==> src/rtl/avalon_st_msg_generator_pkg.sv <==
// Shared types and helpers for the incrementing-byte Avalon-ST message generator.
// The generator and its beat builder both import this package.
package avalon_st_gen_pkg;

  localparam int BYTE_W = 8;

  typedef enum logic [0:0] {
    IDLE = 1'b0,
    SEND = 1'b1
  } gen_state_t;

  // Unused low lanes on the last beat of a len-byte message.
  function automatic int calc_empty(input int len, input int width);
    int rem_v;
    if (width <= 0) begin
      return 0;
    end else begin
      rem_v = len % width;
      return (width - rem_v) % width;
    end
  endfunction

  // Empty-field width; a single-lane bus still carries a 1-bit field.
  function automatic int empty_width(input int width);
    if (width > 1) begin
      return $clog2(width);
    end else begin
      return 1;
    end
  endfunction

endpackage

==> src/rtl/avalon_st_msg_generator_if.sv <==
// Avalon-ST style message stream: big-endian byte lanes, sop/eop framing,
// empty count on the eop beat, and valid/rdy flow control.
interface avalon_st_if #(
  parameter int DATA_WIDTH_IN_BYTES = 4
);
  import avalon_st_gen_pkg::*;

  localparam int EMPTY_W = empty_width(DATA_WIDTH_IN_BYTES);

  logic [BYTE_W*DATA_WIDTH_IN_BYTES-1:0] data;
  logic                                  sop;
  logic                                  eop;
  logic [EMPTY_W-1:0]                    empty;
  logic                                  valid;
  logic                                  rdy;

  modport master (output data, sop, eop, empty, valid, input rdy);
  modport slave  (input data, sop, eop, empty, valid, output rdy);

endinterface

==> src/rtl/avalon_st_msg_generator_pattern_beat.sv <==
// Combinational beat builder: fills lanes with (first_byte + byte_cnt + lane) mod 256,
// zeroes lanes past the end of the message and reports the last-beat empty count.
module avalon_st_pattern_beat
  import avalon_st_gen_pkg::*;
#(
  parameter int W       = 4,
  parameter int CNT_W   = 11,
  parameter int EMPTY_W = 2
) (
  input  logic [BYTE_W-1:0]   first_byte,
  input  logic [CNT_W-1:0]    byte_cnt,
  input  logic [CNT_W-1:0]    remaining,
  output logic [BYTE_W*W-1:0] data,
  output logic [EMPTY_W-1:0]  empty,
  output logic                last
);

  logic [BYTE_W-1:0] base_s;

  assign base_s = first_byte + BYTE_W'(byte_cnt);

  // Lane fill: byte 0 of the beat occupies the most significant lane.
  always_comb begin
    data = '0;
    for (int i = 0; i < W; i++) begin
      if (CNT_W'(i) < remaining) begin
        data[BYTE_W*(W-1-i) +: BYTE_W] = base_s + BYTE_W'(i);
      end else begin
        data[BYTE_W*(W-1-i) +: BYTE_W] = {BYTE_W{1'b0}};
      end
    end
  end

  // Last-beat detection and empty count.
  always_comb begin
    if (remaining <= CNT_W'(W)) begin
      last  = 1'b1;
      empty = EMPTY_W'(calc_empty(int'(remaining), W));
    end else begin
      last  = 1'b0;
      empty = '0;
    end
  end

endmodule

==> src/rtl/avalon_st_msg_generator.sv <==
// Transmitter of one incrementing-byte message per start command, framed with
// sop/eop/empty on an Avalon-ST master port and paced by rdy backpressure.
module avalon_st_msg_generator
  import avalon_st_gen_pkg::*;
#(
  parameter int DATA_WIDTH_IN_BYTES = 4,
  parameter int MAX_MSG_LEN_BYTES   = 1024
) (
  input  logic                                   clk,
  input  logic                                   rst,
  input  logic                                   start,
  input  logic [$clog2(MAX_MSG_LEN_BYTES+1)-1:0] msg_len,
  input  logic [BYTE_W-1:0]                      first_byte,
  output logic                                   busy,
  output logic                                   done,
  avalon_st_if.master                            msg_out
);

  localparam int W       = DATA_WIDTH_IN_BYTES;
  localparam int LEN_W   = $clog2(MAX_MSG_LEN_BYTES + 1);
  localparam int CNT_W   = $clog2(MAX_MSG_LEN_BYTES + DATA_WIDTH_IN_BYTES);
  localparam int EMPTY_W = empty_width(DATA_WIDTH_IN_BYTES);
  localparam int DATA_W  = BYTE_W * DATA_WIDTH_IN_BYTES;

  gen_state_t         state_r, state_n;
  logic [LEN_W-1:0]   len_r, len_n;
  logic [BYTE_W-1:0]  first_r, first_n;
  logic [CNT_W-1:0]   cnt_r, cnt_n;
  logic [DATA_W-1:0]  data_r, data_n;
  logic               sop_r, sop_n;
  logic               eop_r, eop_n;
  logic [EMPTY_W-1:0] empty_r, empty_n;
  logic               valid_r, valid_n;
  logic               busy_r, busy_n;
  logic               done_r, done_n;

  logic [BYTE_W-1:0]  bld_first_s;
  logic [CNT_W-1:0]   bld_cnt_s;
  logic [CNT_W-1:0]   bld_rem_s;
  logic [DATA_W-1:0]  bld_data_s;
  logic [EMPTY_W-1:0] bld_empty_s;
  logic               bld_last_s;
  logic               len_ok_s;
  logic               xfer_s;

  assign len_ok_s = (msg_len != {LEN_W{1'b0}}) && (msg_len <= LEN_W'(MAX_MSG_LEN_BYTES));
  assign xfer_s   = valid_r && msg_out.rdy;

  // Beat builder inputs: the first beat comes straight from the start inputs.
  always_comb begin
    if (state_r == IDLE) begin
      bld_first_s = first_byte;
      bld_cnt_s   = {CNT_W{1'b0}};
      bld_rem_s   = CNT_W'(msg_len);
    end else begin
      bld_first_s = first_r;
      bld_cnt_s   = cnt_r;
      bld_rem_s   = CNT_W'(len_r) - cnt_r;
    end
  end

  avalon_st_pattern_beat #(
    .W       (W),
    .CNT_W   (CNT_W),
    .EMPTY_W (EMPTY_W)
  ) u_beat (
    .first_byte (bld_first_s),
    .byte_cnt   (bld_cnt_s),
    .remaining  (bld_rem_s),
    .data       (bld_data_s),
    .empty      (bld_empty_s),
    .last       (bld_last_s)
  );

  // Next-state and next-output logic; the registered beat only advances on a handshake.
  always_comb begin
    state_n = state_r;
    len_n   = len_r;
    first_n = first_r;
    cnt_n   = cnt_r;
    data_n  = data_r;
    sop_n   = sop_r;
    eop_n   = eop_r;
    empty_n = empty_r;
    valid_n = valid_r;
    busy_n  = busy_r;
    done_n  = 1'b0;
    case (state_r)
      IDLE: begin
        if (start && len_ok_s) begin
          len_n   = msg_len;
          first_n = first_byte;
          cnt_n   = CNT_W'(W);
          data_n  = bld_data_s;
          empty_n = bld_empty_s;
          sop_n   = 1'b1;
          eop_n   = bld_last_s;
          valid_n = 1'b1;
          busy_n  = 1'b1;
          state_n = SEND;
        end else if (start) begin
          done_n = 1'b1;
        end else begin
          state_n = IDLE;
        end
      end
      SEND: begin
        if (xfer_s && eop_r) begin
          data_n  = '0;
          sop_n   = 1'b0;
          eop_n   = 1'b0;
          empty_n = '0;
          valid_n = 1'b0;
          busy_n  = 1'b0;
          done_n  = 1'b1;
          state_n = IDLE;
        end else if (xfer_s) begin
          cnt_n   = cnt_r + CNT_W'(W);
          data_n  = bld_data_s;
          empty_n = bld_empty_s;
          sop_n   = 1'b0;
          eop_n   = bld_last_s;
        end else begin
          state_n = SEND;
        end
      end
      default: begin
        data_n  = '0;
        sop_n   = 1'b0;
        eop_n   = 1'b0;
        empty_n = '0;
        valid_n = 1'b0;
        busy_n  = 1'b0;
        state_n = IDLE;
      end
    endcase
  end

  // State and output registers.
  always_ff @(posedge clk or posedge rst) begin
    if (rst) begin
      state_r <= IDLE;
      len_r   <= '0;
      first_r <= '0;
      cnt_r   <= '0;
      data_r  <= '0;
      sop_r   <= 1'b0;
      eop_r   <= 1'b0;
      empty_r <= '0;
      valid_r <= 1'b0;
      busy_r  <= 1'b0;
      done_r  <= 1'b0;
    end else begin
      state_r <= state_n;
      len_r   <= len_n;
      first_r <= first_n;
      cnt_r   <= cnt_n;
      data_r  <= data_n;
      sop_r   <= sop_n;
      eop_r   <= eop_n;
      empty_r <= empty_n;
      valid_r <= valid_n;
      busy_r  <= busy_n;
      done_r  <= done_n;
    end
  end

  assign msg_out.data  = data_r;
  assign msg_out.sop   = sop_r;
  assign msg_out.eop   = eop_r;
  assign msg_out.empty = empty_r;
  assign msg_out.valid = valid_r;
  assign busy          = busy_r;
  assign done          = done_r;

endmodule

==> src/flat_wrapper.sv <==
// flat-port wrapper written by rule: the top's interface ports become plain ports
module avalon_st_msg_generator_flat import avalon_st_gen_pkg::*;
#(
  parameter int DATA_WIDTH_IN_BYTES = 4,
  parameter int MAX_MSG_LEN_BYTES   = 1024
)
  (clk, rst, start, msg_len, first_byte, busy, done, msg_out_data, msg_out_sop, msg_out_eop, msg_out_empty, msg_out_valid, msg_out_rdy);
  avalon_st_if #(.DATA_WIDTH_IN_BYTES(DATA_WIDTH_IN_BYTES)) msg_out_i ();
  input  logic clk;
  input  logic rst;
  input  logic start;
  input  logic [$clog2(MAX_MSG_LEN_BYTES+1)-1:0] msg_len;
  input  logic [BYTE_W-1:0] first_byte;
  output logic busy;
  output logic done;
  output wire logic [$bits(msg_out_i.data)-1:0] msg_out_data;
  output wire logic [$bits(msg_out_i.sop)-1:0] msg_out_sop;
  output wire logic [$bits(msg_out_i.eop)-1:0] msg_out_eop;
  output wire logic [$bits(msg_out_i.empty)-1:0] msg_out_empty;
  output wire logic [$bits(msg_out_i.valid)-1:0] msg_out_valid;
  input wire logic [$bits(msg_out_i.rdy)-1:0] msg_out_rdy;
  assign msg_out_data = msg_out_i.data;
  assign msg_out_sop = msg_out_i.sop;
  assign msg_out_eop = msg_out_i.eop;
  assign msg_out_empty = msg_out_i.empty;
  assign msg_out_valid = msg_out_i.valid;
  assign msg_out_i.rdy = msg_out_rdy;
  avalon_st_msg_generator #(.DATA_WIDTH_IN_BYTES(DATA_WIDTH_IN_BYTES), .MAX_MSG_LEN_BYTES(MAX_MSG_LEN_BYTES)) u_core (.clk(clk), .rst(rst), .start(start), .msg_len(msg_len), .first_byte(first_byte), .busy(busy), .done(done), .msg_out(msg_out_i));
endmodule
==> config.mk <==
export PLATFORM = sky130hd
export DESIGN_NAME = avalon_st_msg_generator_flat
export DESIGN_NICKNAME = d
export VERILOG_FILES = /design/src/rtl/avalon_st_msg_generator_pkg.sv /design/src/rtl/avalon_st_msg_generator_if.sv /design/src/rtl/avalon_st_msg_generator_pattern_beat.sv /design/src/rtl/avalon_st_msg_generator.sv /design/src/flat_wrapper.sv
export SDC_FILE = /design/constraint.sdc
export NUM_CORES = 1
export LEC_CHECK = 0
export ABC_AREA = 0
export CAP_MARGIN = 20
export CORE_MARGIN = 2
export CORE_UTILIZATION = 54
export CTS_CLUSTER_DIAMETER = 40
export CTS_CLUSTER_SIZE = 24
export DETAILED_ROUTE_END_ITERATION = 7
export PLACE_DENSITY = 0.8
export SLEW_MARGIN = 5
export SYNTH_ARGS = -nofsm -noshare
export SYNTH_HDL_FRONTEND = slang
export SYNTH_SLANG_ARGS = --single-unit
==> constraint.sdc <==
create_clock -name clk -period 4.58 [get_ports clk]
set_input_delay 0.458 -clock clk [delete_from_list [all_inputs] [get_ports clk]]
set_output_delay 0.458 -clock clk [all_outputs]
set_load 0.05 [all_outputs]
Yosys cells after proc, flatten, opt, wreduce, memory -nomap -nowiden:

Index checks and enable logic that the tools add are counted.

* register bits: 69
* input port bits: 23
* logic and storage cells: 76

* $add $sub $neg: 7
* magnitude comparators: 6
* equal/unequal tests: 5
* multiplexer cells: 38
* bitwise logic cells: 1
* reduce and logical (&&, ||, !) cells: 9

Operator list (count)
* 2-to-1 mux 32 bit: 3
* case mux 32 bit (2 select lines): 1
* 2-to-1 mux 8 bit: 6
* 2-to-1 mux 11 bit: 4
* less-than comparator 1 x 11 -> 1 bit (first input constant): 2
* less-than comparator 2 x 11 -> 1 bit (first input constant): 2
* case mux 11 bit (2 select lines): 1
* adder 8 x 2 -> 8 bit (second input constant): 2
* 2-to-1 mux 1 bit: 13
* adder 11 x 3 -> 11 bit (second input constant): 1
* less-or-equal comparator 11 bit (second input constant): 1
* less-or-equal comparator 11 x 3 -> 1 bit (second input constant): 1
* nonzero test 11 bit: 1
* subtractor 11 bit: 1
* case mux 1 bit (2 select lines): 5
* adder 8 x 1 -> 8 bit (second input constant): 1
* adder 8 bit: 1
* 2-to-1 mux 2 bit: 4
* inequality test 2 bit (second input constant): 4
* AND reduction 2 bit: 3
* logical AND 1 bit: 4
* case mux 2 bit (2 select lines): 1
* inequality test 3 bit (second input constant): 1
* AND reduction 3 bit: 1
* other kinds (2): 2

Longest topological paths before layout:

* depth after elaboration: 7
* depth in mapped cells: 12
* gate-level depth less buffers: 9

Hierarchy:

From an unflattened synthesis, not the netlist that was laid out.

* cells, all modules: 462
* area total of the unflattened synthesis: 4428.0 um^2

By module, submodules not included
* avalon_st_msg_generator: instances 1, cells each 314, area an instance 3420.8 um^2
* avalon_st_pattern_beat: instances 1, cells each 148, area an instance 1007.2 um^2

Worst setup path before layout:

No wires, ideal clock.

* path type: reg-to-reg
* start: reg u_core.state_r
* end: reg u_core.data_r[7] (netlist: u_core.msg_out.data[7])
* arrival time: 3.131 ns
* data required time: 4.448 ns
* setup slack: 1.317 ns
* cell stages (with the launch flop): 13
* path buffers: 3
* clock period less this slack: 3.263 ns
* cells stage by stage: dfrtp_1 > clkbuf_1 > buf_1 > clkbuf_1 > mux2_2 > ha_1 > nand2_1 > o21a_1 > o311ai_0 > nand4_1 > nor2_1 > xnor2_1 > o21ai_0

* longest elaborated chain between the ends: 7
* elaborated cells between the ends (all ways): 15
* those cells by class: add/sub (2); order compare (1); eq/ne (2); mux (8); bitwise (1); reduce/logical (1)

Ends and longest elaborated chain
* start, declared: RTL line avalon_st_msg_generator.sv:25 `gen_state_t state_r, state_n;`
* start signal, assigned: RTL line avalon_st_msg_generator.sv:154 `state_r <= state_n;`
* 2-to-1 mux 8 bit: RTL line avalon_st_msg_generator.sv:51 `if (state_r == IDLE) begin`
* adder 8 bit: RTL line avalon_st_msg_generator_pattern_beat.sv:20 `assign base_s = first_byte + BYTE_W'(byte_cnt);`
* adder 8 x 2 -> 8 bit: RTL line avalon_st_msg_generator_pattern_beat.sv:27 `data[BYTE_W*(W-1-i) +: BYTE_W] = base_s + BYTE_W'(i);`
* 2-to-1 mux 8 bit: RTL line avalon_st_msg_generator_pattern_beat.sv:26 `if (CNT_W'(i) < remaining) begin`
* 2-to-1 mux 32 bit: RTL line avalon_st_msg_generator.sv:117 `end else if (xfer_s) begin`
* 2-to-1 mux 32 bit: RTL line avalon_st_msg_generator.sv:108 `if (xfer_s && eop_r) begin`
* case mux 32 bit (2 select lines): RTL line avalon_st_msg_generator.sv:88 `case (state_r)`
* end signal, assigned: RTL line avalon_st_msg_generator.sv:158 `data_r <= data_n;`
* end, declared: RTL line avalon_st_msg_generator.sv:29 `logic [DATA_W-1:0] data_r, data_n;`

Parallel ways exist; a longest one is shown, timed or not. The select of a mux whose other input is x is not followed.
A chain may end at the register's enable or synchronous reset.

Worst setup path in the final report:

* start: in msg_len[8]
* end: reg u_core.data_r[28] (netlist: u_core.msg_out.data[28])

* longest elaborated chain between the ends: 6
* elaborated cells between the ends (all ways): 13
* those cells by class: order compare (2); eq/ne (1); mux (6); reduce/logical (4)

Ends and longest elaborated chain
* start, declared: RTL line flat_wrapper.sv:12 `input logic [$clog2(MAX_MSG_LEN_BYTES+1)-1:0] msg_len;`
* 2-to-1 mux 11 bit: RTL line avalon_st_msg_generator.sv:51
* less-than comparator 1 x 11 -> 1 bit: RTL line avalon_st_msg_generator_pattern_beat.sv:26
* 2-to-1 mux 8 bit: RTL line avalon_st_msg_generator_pattern_beat.sv:26
* 2-to-1 mux 32 bit: RTL line avalon_st_msg_generator.sv:117
* 2-to-1 mux 32 bit: RTL line avalon_st_msg_generator.sv:108
* case mux 32 bit (2 select lines): RTL line avalon_st_msg_generator.sv:88

Parallel ways exist; a longest one is shown, timed or not. The select of a mux whose other input is x is not followed.

==> impl_metrics.ini <==
[min_path]
min_from = u_core.msg_out.data[3]
timing.hold.worst.class = reg2reg

[place]
place.detailed.hpwl_mm = 6.50
globalplace.congestion = 0.935
numPlacedInstances = 563
io_buffer_count = 61

[timing]
clock_skew_ns = 0.00807
setup_violations = 0
minimum_clock_period_after_layout_ns = 3.17
fmaxAchievable_mhz = 315
final.hold.worst_slack_ns = 0.484
max_slew_margin_pct = 42.2
worstMarginPinSlew_ns = 0.857
hold_viol = 0
rsz_0062_raised_after_global_routing = false
min_period_over_period_pct = 69.2
slew_viol_final = 0
tns_ns = 0

[clock_tree]
post_cts_resized = 0
cts_post_setup_buffers_inserted = 0
cts.root.buffer_cell = sky130_fd_sc_hd__clkbuf_8
cts.sinks = 67
worst_skew_pair.late_latency_ns = 0.35
numCtsBuffers = 9
cts_max_path_buffers = 2
clkSlewWorstSetupHoldPaths_ns = 0.07
holdBufCountCts = 0
cts_tree = done
htreeDepth = 3

[synthesis]
yosysWarningCount = 0
synthesis.area_um2 = 3900
synth_top_cell_by_area = sky130_fd_sc_hd__dfrtp_1
postSynth.asyncResetShare_pct = 100
synth_enable_flop_cells = 0
synth_largest_type_area_fraction_pct = 43.0
post_synth.cell_area_avg_um2 = 9.44
most_instantiated_flip_flop_cell_in_the_synthesis_netlist = sky130_fd_sc_hd__dfrtp_1
ys_seq_elements = 67
syn_inst = 413
synth_sequential_area_ratio_pct = 43.0
synth.area.top_cells = sky130_fd_sc_hd__dfrtp_1 43%, sky130_fd_sc_hd__mux2_2 7.2%, sky130_fd_sc_hd__ha_1 6.7%
yosysUniqueCellTypes = 46

[critical_path]
worst_endpoint_data_arrival_time_ns = 3.43
worstPathRequired_ns = 4.84
element_type_at_the_critical_path_end = flip-flop
crit_type = in2reg
critPathLaunchType = input pin
maximum_fanout_along_the_worst_path = 36
critPathLaunch = msg_len[8]
r2r-start = u_core.state_r

[routing]
drcViolationCount = 0
met2_wirelength_mm = 4.22
drtIter0Drc = 184
detail_route.first_pass.iterations = 4
wl_met3_um = 400
postRouteAntennaNets = 0
highest_layer_used_for_signal_routing = met4
drt-vias-per-instance = 5.45
post_drt_wl_per_cell_um = 14.9
drt-total-wl_mm = 8.64
met1_length_mm = 3.85
vias = 3155

[global_route]
grt_first_pass_wirelength_mm = 14.7
antenna_found_initial = 0
grt_pass1_vias = 3182
gr-usage-all-layers_pct = 24.6
global_route.overflow_total = 0
maximum_number_of_pins_on_one_net_before_global_route_repair = 42

[die]
placement_row_count = 30
floorplan.die_area_um2 = 7920
io-pin-count = 62
start_util_pct = 56.5
fp.dieW_um = 89.0
die_height_um = 89.0
core_area_um2 = 6910

[final_layout]
commonest_non_fill_non_tap_cell_in_the_layout = sky130_fd_sc_hd__dfrtp_1
layout-drive-gt1-share_pct = 11.6
num-nets-final = 522
area_growth_syn_to_layout_pct = 22.9
non_filler_instances = 579
mostFrequentLayoutCells = 67 x sky130_fd_sc_hd__dfrtp_1, 61 x sky130_fd_sc_hd__clkdlybuf4s50_1, 57 x sky130_fd_sc_hd__nand2_1
insertedDiodeCount = 0

[run]
drv.max_cap_violation_count = 0

[status]
status = finished, final reports clean
[path summary, 6_finish.rpt]
kind / slack [ns] / end / cells past startpoint
worst max-delay path: 1.41 / u_core.msg_out.data[28] / 8
worst min-delay path: 0.48 / u_core.msg_out.data[3] / 2
worst max register to register: 1.42 / u_core.msg_out.data[15] / 9
worst min register to register: 0.48 / u_core.msg_out.data[3] / 2
max in group asynchronous: 3.10 / u_core.len_r[4] / 3
min in group asynchronous: 0.61 / u_core.msg_out.valid / 2
[cell usage after synthesis (all sizes together), types with 7 or more instances]
cell type	n
xnor2	30
o21ai	50
inv	26
ha	21
xor2	7
nand3	8
mux2	25
nor2	25
nand2	57
dfrtp	67
a21oi	19
[final cells by class]
class	instances	area, µm²
flip-flops and latches	67	1680
repair buffers	65	641
well taps	96	120
multi-input cells	309	2060
clock inverters	4	50.0
inverters	26	97.6
clock buffers	12	145
fillers	564	2110
[layer usage]
metal | vias up | GRT usage (%)
met3 | 15 | 3.69
met1 | 1518 | 30.6
li1 | 1543 | -
met5 | - | 0
met2 | 79 | 42.8
met4 | 0 | 10.3
[worst max-delay path, stage by stage]
cell,delay (ns)
sky130_fd_sc_hd__clkdlybuf4s50_1,0.42
sky130_fd_sc_hd__or4_4,0.56
sky130_fd_sc_hd__o31ai_1,0.49
sky130_fd_sc_hd__a31oi_4,0.13
sky130_fd_sc_hd__buf_4,0.27
sky130_fd_sc_hd__a21oi_2,0.39
sky130_fd_sc_hd__o21ai_0,0.41
sky130_fd_sc_hd__o21ai_0,0.28
[per-stage QoR]
step                      worst slack [ns]  instance area, µm²  utilization, %
after global routing                  1.01                4790            69.4
after CTS                             1.40                4790            69.4
after detailed placement              1.10                4600            66.6
after global placement                1.21                4600            66.6
after floorplan                       1.32                3900               -
final                                 1.41                4790            69.4
[logic make-up after synthesis]
family	synth area share, %
buffers and inverters	4.20
other	0.193
xor gates and xnor gates	8.31
muxes	8.50
and+or+nand+nor	15.4
DFF	43.0
AOI/OAI and AO/OA	13.6
adders and majority gates	6.74
[flip-flops by register name, indices dropped and copies added (netlist names)]
register / count
u_core.msg_out.valid: 1
u_core.state_r: 1
u_core.len_r: 11
u_core.msg_out.sop: 1
u_core.msg_out.eop: 1
u_core.msg_out.data: 32
u_core.cnt_r: 9
u_core.msg_out.empty: 2
u_core.done: 1
u_core.first_r: 8
Power is not shown: default switching activity piles up to over one toggle a cycle in this logic, so the estimate is an artifact.
